<file path="src/rtl/battleship_pkg.sv">
// Shared types and constants for the Battleship cursor/board logic.
package battleship_pkg;

    localparam int COORD_W        = 4;
    localparam int GRID_W_DEFAULT = 10;
    localparam int GRID_H_DEFAULT = 10;

    // Button vector index of the fire button; directions use their enum value.
    localparam int BTN_FIRE = 4;
    localparam int NUM_BTN  = 5;

    typedef enum logic [1:0] {
        DIR_UP    = 2'd0,
        DIR_DOWN  = 2'd1,
        DIR_LEFT  = 2'd2,
        DIR_RIGHT = 2'd3
    } dir_t;

    typedef enum logic [1:0] {
        ST_IDLE   = 2'd0,
        ST_HOLD   = 2'd1,
        ST_REPEAT = 2'd2
    } state_t;

endpackage

</file>
<file path="src/rtl/rise_detect.sv">
// Level-to-rising-edge converter with a registered pulse output.
// The previous-level register resets to RESET_VAL so that a level already
// high coming out of reset is not mistaken for a fresh press.
module rise_detect #(
    parameter logic RESET_VAL = 1'b1
) (
    input  logic clk,
    input  logic reset,
    input  logic level,
    output logic rise
);

    logic level_q;

    // Track the previous level and register the rising-edge strobe.
    always_ff @(posedge clk) begin
        if (reset) begin
            level_q <= RESET_VAL;
            rise    <= 1'b0;
        end else begin
            level_q <= level;
            rise    <= level & ~level_q;
        end
    end

endmodule

</file>
<file path="src/rtl/grid_cursor.sv">
// Board cursor controller: turns debounced button levels into single-step
// cursor moves with hold-to-repeat, edge wrap-around and one-shot fire.
//
// state     | meaning
// ----------+--------------------------------------------------------------
// ST_IDLE   | waiting for a fresh direction press (up > down > left > right)
// ST_HOLD   | latched direction held, waiting out the initial hold delay
// ST_REPEAT | latched direction still held, stepping every repeat period
module grid_cursor
    import battleship_pkg::*;
#(
    parameter int GRID_W        = GRID_W_DEFAULT,
    parameter int GRID_H        = GRID_H_DEFAULT,
    parameter int HOLD_CYCLES   = 50_000_000,
    parameter int REPEAT_CYCLES = 10_000_000
) (
    input  logic               clk,
    input  logic               reset,
    input  logic               enable,
    input  logic               btn_up,
    input  logic               btn_down,
    input  logic               btn_left,
    input  logic               btn_right,
    input  logic               btn_fire,
    output logic [COORD_W-1:0] cursor_x,
    output logic [COORD_W-1:0] cursor_y,
    output logic               move_pulse,
    output logic               fire_pulse,
    output logic [COORD_W-1:0] fire_x,
    output logic [COORD_W-1:0] fire_y
);

    localparam int CNT_SPAN = (HOLD_CYCLES > REPEAT_CYCLES) ? HOLD_CYCLES : REPEAT_CYCLES;
    localparam int CNT_W    = $clog2(CNT_SPAN);

    localparam logic [CNT_W-1:0]   HOLD_LAST   = CNT_W'(HOLD_CYCLES - 1);
    localparam logic [CNT_W-1:0]   REPEAT_LAST = CNT_W'(REPEAT_CYCLES - 1);
    localparam logic [COORD_W-1:0] X_LAST      = COORD_W'(GRID_W - 1);
    localparam logic [COORD_W-1:0] Y_LAST      = COORD_W'(GRID_H - 1);

    logic [NUM_BTN-1:0] btn_vec;
    logic [NUM_BTN-1:0] rise;

    state_t             state;
    dir_t               dir;
    logic [CNT_W-1:0]   cnt;
    logic [CNT_W-1:0]   cnt_inc;

    dir_t               new_dir;
    logic               new_press;
    dir_t               mv_dir;
    logic               held;
    logic [COORD_W-1:0] next_x;
    logic [COORD_W-1:0] next_y;

    assign btn_vec = {btn_fire, btn_right, btn_left, btn_down, btn_up};

    for (genvar i = 0; i < NUM_BTN; i++) begin : g_edge
        rise_detect #(
            .RESET_VAL (1'b1)
        ) u_rise (
            .clk   (clk),
            .reset (reset),
            .level (btn_vec[i]),
            .rise  (rise[i])
        );
    end

    // Pick the winning direction among simultaneous presses.
    always_comb begin
        new_dir   = DIR_UP;
        new_press = 1'b1;
        if (rise[DIR_UP]) begin
            new_dir = DIR_UP;
        end else if (rise[DIR_DOWN]) begin
            new_dir = DIR_DOWN;
        end else if (rise[DIR_LEFT]) begin
            new_dir = DIR_LEFT;
        end else if (rise[DIR_RIGHT]) begin
            new_dir = DIR_RIGHT;
        end else begin
            new_press = 1'b0;
        end
    end

    // Compute the wrapped cursor position one step in the active direction.
    always_comb begin
        mv_dir = (state == ST_IDLE) ? new_dir : dir;
        next_x = cursor_x;
        next_y = cursor_y;
        case (mv_dir)
            DIR_UP:    next_y = (cursor_y == '0)     ? Y_LAST : cursor_y - 1'b1;
            DIR_DOWN:  next_y = (cursor_y == Y_LAST) ? '0     : cursor_y + 1'b1;
            DIR_LEFT:  next_x = (cursor_x == '0)     ? X_LAST : cursor_x - 1'b1;
            DIR_RIGHT: next_x = (cursor_x == X_LAST) ? '0     : cursor_x + 1'b1;
            default:   ;
        endcase
    end

    // The hold check looks at the live level so a release ends repeat at once.
    assign held    = btn_vec[dir];
    assign cnt_inc = (cnt == '1) ? cnt : cnt + 1'b1;

    // Direction FSM, hold/repeat timer, cursor and fire registers.
    always_ff @(posedge clk) begin
        if (reset) begin
            state      <= ST_IDLE;
            dir        <= DIR_UP;
            cnt        <= '0;
            cursor_x   <= '0;
            cursor_y   <= '0;
            move_pulse <= 1'b0;
            fire_pulse <= 1'b0;
            fire_x     <= '0;
            fire_y     <= '0;
        end else begin
            move_pulse <= 1'b0;
            fire_pulse <= 1'b0;
            if (!enable) begin
                state <= ST_IDLE;
                cnt   <= '0;
            end else begin
                if (rise[BTN_FIRE]) begin
                    fire_pulse <= 1'b1;
                    fire_x     <= cursor_x;
                    fire_y     <= cursor_y;
                end
                case (state)
                    ST_IDLE: begin
                        if (new_press) begin
                            dir        <= new_dir;
                            cursor_x   <= next_x;
                            cursor_y   <= next_y;
                            move_pulse <= 1'b1;
                            state      <= ST_HOLD;
                            cnt        <= '0;
                        end
                    end
                    ST_HOLD: begin
                        if (!held) begin
                            state <= ST_IDLE;
                            cnt   <= '0;
                        end else if (cnt == HOLD_LAST) begin
                            cursor_x   <= next_x;
                            cursor_y   <= next_y;
                            move_pulse <= 1'b1;
                            state      <= ST_REPEAT;
                            cnt        <= '0;
                        end else begin
                            cnt <= cnt_inc;
                        end
                    end
                    ST_REPEAT: begin
                        if (!held) begin
                            state <= ST_IDLE;
                            cnt   <= '0;
                        end else if (cnt == REPEAT_LAST) begin
                            cursor_x   <= next_x;
                            cursor_y   <= next_y;
                            move_pulse <= 1'b1;
                            cnt        <= '0;
                        end else begin
                            cnt <= cnt_inc;
                        end
                    end
                    default: begin
                        state <= ST_IDLE;
                        cnt   <= '0;
                    end
                endcase
            end
        end
    end

endmodule

</file>
<file path="config.mk">
export PLATFORM = sky130hd
export DESIGN_NAME = grid_cursor
export DESIGN_NICKNAME = d
export VERILOG_FILES = /design/src/rtl/battleship_pkg.sv /design/src/rtl/rise_detect.sv /design/src/rtl/grid_cursor.sv
export SDC_FILE = /design/constraint.sdc
export NUM_CORES = 1
export LEC_CHECK = 0
export CORE_ASPECT_RATIO = 0.75
export CORE_MARGIN = 2
export CORE_UTILIZATION = 35
export DETAILED_ROUTE_END_ITERATION = 10
export GPL_TIMING_DRIVEN = 0
export PLACE_DENSITY_LB_ADDON = 0.05
export SYNTH_ARGS = -nofsm -noshare
export SYNTH_HDL_FRONTEND = slang
export SYNTH_SLANG_ARGS = --single-unit
</file>
<file path="constraint.sdc">
create_clock -name clk -period 4.35 [get_ports clk]
set_clock_uncertainty 0.15 [all_clocks]
set_input_delay 0.6525 -clock clk [delete_from_list [all_inputs] [get_ports clk]]
set_output_delay 0.6525 -clock clk [all_outputs]
set_load 0.01 [all_outputs]
</file>
; ---- Word level (Yosys, flattened, before mapping)
; Cells that the tools add are included.
[word_totals]
regBits = 58
in_bits = 8
out_inout_bits = 18
wordCells = 111
[op_classes]
addsub = 5
n_lt_le_gt_ge = 1
n_eq_ne = 17
muxes = 48
bitwise_logic = 11
n_reduce_logical = 10
[op_table]
columns = op, n
row1 = 2-to-1 mux 26 bit, 6
row2 = case mux 26 bit (3 select lines), 1
row3 = 2-to-1 mux 4 bit, 14
row4 = "== test 26 bit, second input constant", 2
row5 = "adder 26 x 1 -> 26 bit, second input constant", 1
row6 = "== test 26 x 24 -> 1 bit, second input constant", 1
row7 = case mux 4 bit (3 select lines), 2
row8 = 2-to-1 mux 2 bit, 9
row9 = case mux 4 bit (2 select lines), 2
row10 = "inequality test 2 bit, second input constant", 6
row11 = 2-to-1 mux 1 bit, 11
row12 = "adder 4 x 1 -> 4 bit, second input constant", 2
row13 = "== test 4 bit, second input constant", 2
row14 = logical NOT 4 bit, 2
row15 = "subtractor 4 x 1 -> 4 bit, second input constant", 2
row16 = AND reduction 7 bit, 1
row17 = "== test 2 bit, second input constant", 3
row18 = NOT 1 bit, 6
row19 = case mux 2 bit (3 select lines), 1
row20 = AND reduction 3 bit, 2
row21 = bitwise AND 1 bit, 5
row22 = "== test 2 x 1 -> 1 bit, second input constant", 2
row23 = logical NOT 2 bit, 2
row24 = "< comparator 2 x 4 -> 1 bit, second input constant", 1
row25 = 6 further kinds, 6

; ---- Depth between registers and ports, before layout
[depth]
ltp_word = 10
depth_mapped = 9
depth_no_buf = 8

; ---- Cells and area by module
; A second synthesis with hierarchy kept.
[unflattened]
hier_cells = 372
area_unflattened_um2 = 3141.8
[modules_own_cells]
columns = mod, instances, cells_per_inst, area_per_inst_um2
row1 = grid_cursor, 1, 352, 2847.7
row2 = rise_detect, 5, 4, 58.8

; ---- Worst setup path before layout
; OpenSTA, ideal clock, no wires.
[synth_path]
path_kind = register to register
startpoint = reg state[0]
endpoint = reg cursor_y[2]
setup_ps = 122
arrival_ps = 2088
t_required_ps = 4078
path_slack_ps = 1990
stages_incl_launch_ff = 10
path_cell_list = dfxtp_1 > inv_1 > ha_1 > and2_1 > buf_2 > nor4_1 > and4_1 > buf_6 > a211oi_1 > a311o_1
[synth_between]
elab_chain_len = 7
elab_cells_between_ends = 20
[synth_lines]
columns = element, line
row1 = start: declaration, grid_cursor.sv:44  ; state_t state;
row2 = start signal: assignment, grid_cursor.sv:107  ; state <= ST_IDLE;
row3 = start signal: assignment, grid_cursor.sv:120  ; state <= ST_IDLE;
row4 = start signal: assignment, grid_cursor.sv:135  ; state <= ST_HOLD;
row5 = logical NOT 2 bit, "grid_cursor.sv:88, grid_cursor.sv:128"
row6 = 2-to-1 mux 2 bit, grid_cursor.sv:88  ; mv_dir = (state == ST_IDLE) ? new_dir : dir;
row7 = == test 2 x 1 -> 1 bit / logical NOT 2 bit (equally long branches), grid_cursor.sv:91  ; case (mv_dir)
row8 = case mux 4 bit (2 select lines), grid_cursor.sv:91
row9 = 2-to-1 mux 4 bit (on tied branches), "grid_cursor.sv:157, grid_cursor.sv:143"
row10 = 2-to-1 mux 4 bit (on tied branches), "grid_cursor.sv:154, grid_cursor.sv:140"
row11 = case mux 4 bit (3 select lines), grid_cursor.sv:128  ; case (state)
row12 = end signal: assignment, grid_cursor.sv:133  ; cursor_y <= next_y;
row13 = end signal: assignment, grid_cursor.sv:145  ; cursor_y <= next_y;
row14 = end signal: assignment, grid_cursor.sv:159  ; cursor_y <= next_y;
row15 = end: declaration, grid_cursor.sv:26  ; output logic [COORD_W-1:0] cursor_y,
; Several ways; a longest one is shown, not always the timed one. The select of a mux whose other input is x is not followed.
; A chain may end at the register's enable or synchronous reset.

; ---- Worst setup path after layout
[layout_path]
startpoint = reg cnt[0]
endpoint = reg cnt[21]
[layout_between]
elab_chain_len = 5
elab_cells_between_ends = 10
[layout_lines]
columns = element, line
row1 = start: declaration, grid_cursor.sv:46  ; logic [CNT_W-1:0] cnt;
row2 = start signal: assignment, grid_cursor.sv:150  ; cnt <= cnt_inc;
row3 = start signal: assignment, grid_cursor.sv:163  ; cnt <= cnt_inc;
row4 = adder 26 x 1 -> 26 bit / == test 26 bit (equally long branches), grid_cursor.sv:102  ; assign cnt_inc = (cnt == '1) ? cnt : cnt + 1'b1;
row5 = 2-to-1 mux 26 bit, grid_cursor.sv:102
row6 = 2-to-1 mux 26 bit (on tied branches), "grid_cursor.sv:157, grid_cursor.sv:143"
row7 = 2-to-1 mux 26 bit (on tied branches), "grid_cursor.sv:154, grid_cursor.sv:140"
row8 = case mux 26 bit (3 select lines) *, grid_cursor.sv:128
; Mark *: on every way between the ends. The rest lies on a longest branch, timed or not.

==> flow_summary.yaml <==
cells_and_area:
  diodes: 0
  stdcell_count: 532
  layout-drive-gt1-share_pct: 11.56
  stdcell_area_sq_mm: 0.003856
  fin_util_pct: 44.84
  nFillCells: 874
  synthToLayoutAreaGrowth_pct: 22.59
  nNetsFinal: 432
worst_setup_path:
  critical_path_buf_inv_count: 0
  crit_slowest_cell: "nor3_1"
  worstSetupStartpointType: "flop"
  critPathMaxStageDelay_ns: 0.78
  cp_cell_sequence: "ha_1, nand3_1, nor3_1, nand3_1, and4bb_2, xnor2_1, nor2_1"
  crit_path_end_kind: "flop"
  worstRegToRegCells: 7
  path_common_cell: "nand3_1"
  regToRegSetupSlack_ns: 1.26
  r2r_start: "cnt[0]"
  critPathTopFamily: "simple AND/OR/NAND/NOR gates"
  path_max_fanout: 10
  crit_type: "reg -> reg"
  r2r_end: "cnt[21]"
  crit_required_ns: 4.42
  critPathArrivalTime_ns: 3.15
global_route:
  grt_util_all_layers_pct: 19.54
  overflow: 0
  antenna_found_initial: 0
  grt_max_degree: 11
  grt_pass1_vias: 2813
  grt_pass1_wl_microns: 14890
floorplanning:
  die_w_microns: 113.5
  core_sq_mm: 0.008600
  pin_count: 26
  die_h_microns: 86.10
  dieArea_sq_mm: 0.009769
  fp-row-count: 29
  initial_core_util_pct: 36.58
worst_hold_path:
  holdPathStages: 1
  hp-class: "reg -> reg"
  holdPathEnd: "g_edge[3].u_rise.rise"
  min_from: "g_edge[3].u_rise.level_q"
power:
  switchingPower_mw: 0.3356
  pwr-share-seq_pct: 38.2
  p_leak_nw: 1.278
  clkPwrFrac_pct: 53.3
  p_int_mw: 1.096
  swShare_pct: 23.45
  combPwrFrac_pct: 8.5
  power_density_mw_per_mm2: 371.2
  ir_drop_v: 0.0002009
timing:
  rsz0062_at_grt: "false"
  max_freq_ghz: 0.3239
  relSlewSlack_pct: 40.26
  fin_crit_ns: 3.087
  hold_ws_ns: 0.2337
  finalHoldViolations: 0
  fin_setup_tns_ns: 0
  min_period_over_period_pct: 70.97
  drv_slew: 0
  setup_viol: 0
  tightest_slew_ns: 0.8892
placement:
  place.gp.congestion: 0.8672
  dp_hpwl_microns: 6425
  placed_area_sq_mm: 0.003531
  place_inst: 516
  io_buffers: 25
routing:
  dr.pass1.iters: 4
  routedWlPerCell_microns: 16.81
  drc: 0
  wl_microns: 8942
  num_vias: 3012
  drtIter0Drc: 219
  ant_nets: 0
  avgViaCountPerCell: 5.662
synth:
  synthDominantCellAreaShare_pct: 36.91
  synth_common_cells: "dfxtp_1, nand2_1, nand3_1"
  ys_types: 57
  synth_ff_type: "dfxtp_1"
  synth_area_sq_mm: 0.003146
  synth_top_family_by_area: "simple AND/OR/NAND/NOR gates"
  synth.most_common_cell: "dfxtp_1"
  synth_compound_area_share_pct: 17.82
  synth_cells: 383
  synth_xor_area_share_pct: 5.012
  synthAdderAreaFrac_pct: 1.989
  synth_top_area_cell: "dfxtp_1"
  synth-edff-count: 0
  synth_area_leaders: "dfxtp_1, nand3_1, nand2_1"
  yosys_warnings: 0
  ys_ff_latch: 58
  synth_nets: 396
  synth_mux_area_share_pct: 1.392
  synth_simple_gate_area_share_pct: 32.62
  async_reset_ff_share_pct: 0
  syn_avg_cell_area_sq_um: 8.213
  ys_seq_area_share_pct: 36.91
cts:
  cts_inserted_buffers: 9
  cts_tree: "built"
  cts.reportedPaths.clkPinSlew_ns: 0.05
  cts-root-buf: "clkbuf_16"
  clkLatencyLatePin_ns: 0.33
  htreeDepth: 3
  ctsHoldBuffers: 0
  clockBufferDepth: 2
  post-cts-setup-buffers: 0
  clock-sinks: 58
  cts_resized: 0
run_status:
  status: "finished, final reports clean"
flow_run:
  max_cap_violations: 0
## cells by family after synthesis
| kind of cell | after synthesis |
|---|---|
| and+or+nand+nor | 188 |
| AOI/OAI and AO/OA | 83 |
| adders and majority gates | 5 |
| buffers and inverters | 28 |
| xor gates and xnor gates | 18 |
| DFF | 58 |
| muxes | 3 |
## cell type report
cell class	count	area [sq um]	area share (%)
multi-input combinational	297	1857	48.15
sequential	58	1161	30.11
timing repair buffer	25	250.2	6.489
clock buffer	10	239.0	6.197
tap	108	135.1	3.504
buffer	19	100.1	2.596
clock inverter	6	80.08	2.077
inverter	9	33.78	0.8761
## power groups by stage
stage / Sequential [mW] / Combinational [mW] / Clock, mW
after detailed placement: 0.558 / 0.120 / 0
final: 0.546 / 0.122 / 0.763
after CTS: 0.546 / 0.121 / 0.779
after floorplan: 0.557 / 0.0756 / 0
after global routing: 0.547 / 0.134 / 0.805
after global placement: 0.558 / 0.120 / 0
## how the worst max path moves through the flow
stage,end,cells past startpoint,slack [ns],start
CTS,cnt[21],7,1.38,cnt[0]
global placement,cursor_x[2],8,1.25,btn_up
finish,cnt[21],7,1.26,cnt[0]
floorplan,cursor_y[2],9,1.99,state[0]
global route,cnt[21],7,1.12,cnt[0]
detailed placement,cursor_x[2],8,1.24,btn_up
## metal layers
metal	GRT usage [%]	vias up	wire (microns)	share of wire, %
met4	6.208	0	79	0.88
met5	0	-	0	0
met3	5.654	8	472	5.3
met2	25.42	75	3372	38
li1	-	1501	-	-
met1	30.18	1428	5017	56
## flip-flops by register name, summed over array words and instances (netlist names)
register	count
fire_y	4
dir	2
cursor_y	4
fire_x	4
cnt	26
g_edge.u_rise.level_q	5
g_edge.u_rise.rise	5
cursor_x	4
move_pulse	1
fire_pulse	1
state	2
## cell usage in the layout (no fill, tap or decap), types with 3 or more instances in the layout
cell type and count:
inv_1 9, a21oi_1 21, o21ai_0 15, o22ai_1 3, dfxtp_1 58, a41oi_1 6, and3_1 13, buf_6 3
a211oi_1 5, o31ai_1 7, or2_2 8, clkdlybuf4s50_1 25, buf_2 5, nand4_1 16, clkinv_2 4, nor3b_1 6
nor4_1 6, and4_1 4, nand3_1 32, o211ai_1 3, clkbuf_1 9, ha_1 5, a31oi_1 5, a311oi_1 3
xor2_1 11, and2_1 4, clkbuf_16 9, xnor2_1 7, nand2_1 37, nor2b_1 6, nor3_1 13, nor2_1 28
## worst reg2reg max path: stages (launching register included)
cell      delay (ns)
dfxtp_1         0.39
ha_1            0.24
nand3_1         0.20
nor3_1          0.78
nand3_1         0.60
and4bb_2        0.45
xnor2_1         0.13
nor2_1          0.05
## stage by stage
stage               setup WS (ns)  total power, mW
finish                      1.263            1.431
global route                1.117            1.487
CTS                         1.382            1.446
detailed placement          1.240           0.6775
global placement            1.248           0.6772
floorplan                   1.990           0.6330
Note: power is estimated with default switching activity, not from simulation.
==> RTL edit, RTL diff (config.mk and constraints unchanged) <==
`COORD_W`: 4 -> 6.
--- a/src/rtl/battleship_pkg.sv
+++ b/src/rtl/battleship_pkg.sv
@@ -1,7 +1,7 @@
 // Shared types and constants for the Battleship cursor/board logic.
 package battleship_pkg;
 
-    localparam int COORD_W        = 4;
+    localparam int COORD_W        = 6;
     localparam int GRID_W_DEFAULT = 10;
     localparam int GRID_H_DEFAULT = 10;
 
Interface: changed (resized cursor_x, cursor_y, fire_x and fire_y); port bits go from 26 to 34. The function was not compared with the original's and may differ.
==> RTL edit against the original RTL <==
Total power is 3.7% higher. Sequential cell count rose by 8. Sequential power increased by 15%. Clock power down 10%. Count of clock-buffer cells in the layout stayed put. Routed wire length is 22% higher. Setup slack got worse by 0.099 ns. Via count is 23% higher. Area after synthesis grew 19%. Cell area up 17%. Largest power group unchanged. Highest routed layer unchanged.
==> RTL edit: results (changes against the original RTL) <==
proportion of cell area occupied by multi-input gates=50.5% (+2.3 points); critical path peak fanout=9 (-1); mux share of post-synthesis cell area=3.87% (+2.5 points); multi-input combinational cell count=373 (+26%); worst hold slack=0.238 ns (+0.00439 ns); vias in the first global route=3447 (+23%); number of placed cells counting well taps=644 (+25%); Routed WL per cell=16.6 um (-1.3%); Synth top cells by count=sky130_fd_sc_hd__nand2_1, sky130_fd_sc_hd__dfxtp_1, sky130_fd_sc_hd__a21oi_1, sky130_fd_sc_hd__nor2_1, sky130_fd_sc_hd__clkbuf_1; global routing usage summed across all routing layers=20.6% (+1.0 points); Critical path destination=cnt[16]$_SDFFE_PP0P_; critical hold path startpoint=g_edge[4].u_rise.level_q$_SDFF_PP1_; number of nets in the synthesized netlist=495 (+25%); Filler cells=1095 (+25%); DRT Pass-1 Iters=5 (+1); Max-slew headroom=24.2% (-16 points); Worst Hold Path EP=g_edge[4].u_rise.rise$_SDFF_PP0_; internal cell power=1.08 mW (-1.4%); number of DRC markers after the initial detailed-route iteration=425 (+94%); proportion of layout cells with a drive suffix above 1=6.49% (-5.1 points); compound-gate portion of the synthesized area=19.8% (+2.0 points); worst setup slack for register-to-register paths=1.16 ns (-0.10 ns); Post-Synth XOR/XNOR Area=2.10% (-2.9 points); sequential element share of the synthesized area=35.2% (-1.7 points); RD Place Congestion=0.884 (+1.9%); outcome=finished clean; non-clock inverter instance count of the final layout=12 (+3); number of buffers other than clock buffers in the final layout=57 (+30%); Mean Syn Cell Area=7.88 um^2 (-4.1%); maximum VDD drop=0.171 mV (-15%); Sequential Area=1320 um^2 (+14%); pin count of the biggest net entering global routing=13 (+2); number of nets in the layout=538 (+25%); Via-to-Cell Ratio=5.61 (-0.87%); Hold/Removal Path Class=reg2reg; total cell area at the placement stage=4240 um^2 (+20%); top cells by area, synth=sky130_fd_sc_hd__dfxtp_1, sky130_fd_sc_hd__nand2_1, sky130_fd_sc_hd__a21oi_1; placeable core region=10400 um^2 (+21%); Total Power=1.48 mW (+3.7%); largest incremental delay on the critical path=0.94 ns (+0.16 ns); HPWL Detailed=7.96 mm (+24%); Total Routed Length=10.9 mm (+22%); final worst-path cycle share=73.3% (+2.3 points); final sequential cell count=66 (+14%); number of buffers inserted by port buffering=32 (+28%); Yosys cell types=60 (+5.3%); adder and majority gate portion of the synthesized area=3.67% (+1.7 points); Arrival @ worst endpoint=3.28 ns (+0.13 ns)
==> RTL edit: layer usage <==
metal	global-route usage [%]	part of all wire (%)	vias up
li1	-	-	1829
met1	32.8	53	1742
met2	26.0	39	120
met3	4.94	6.4	13
met4	6.53	1.3	0
met5	0	0	-
==> RTL edit: logic make-up (layout without fill, tap and decap cells) <==
kind of cell / after synthesis / in the layout
simple gates: 229 / 229
flops: 66 / 66
compound gates: 111 / 111
xor+xnor: 9 / 9
mux: 13 / 13
buf+inv: 37 / 85
fa+ha+maj: 11 / 11
==> RTL edit: worst register-to-register path, delay by kind of cell (launching register included) <==
kind,cells,cell delay (ns)
AND/OR/NAND/NOR,4,1.91
AO/OA/AOI/OAI,2,0.40
flip-flops,1,0.38
adder cells (fa/ha/maj),1,0.26
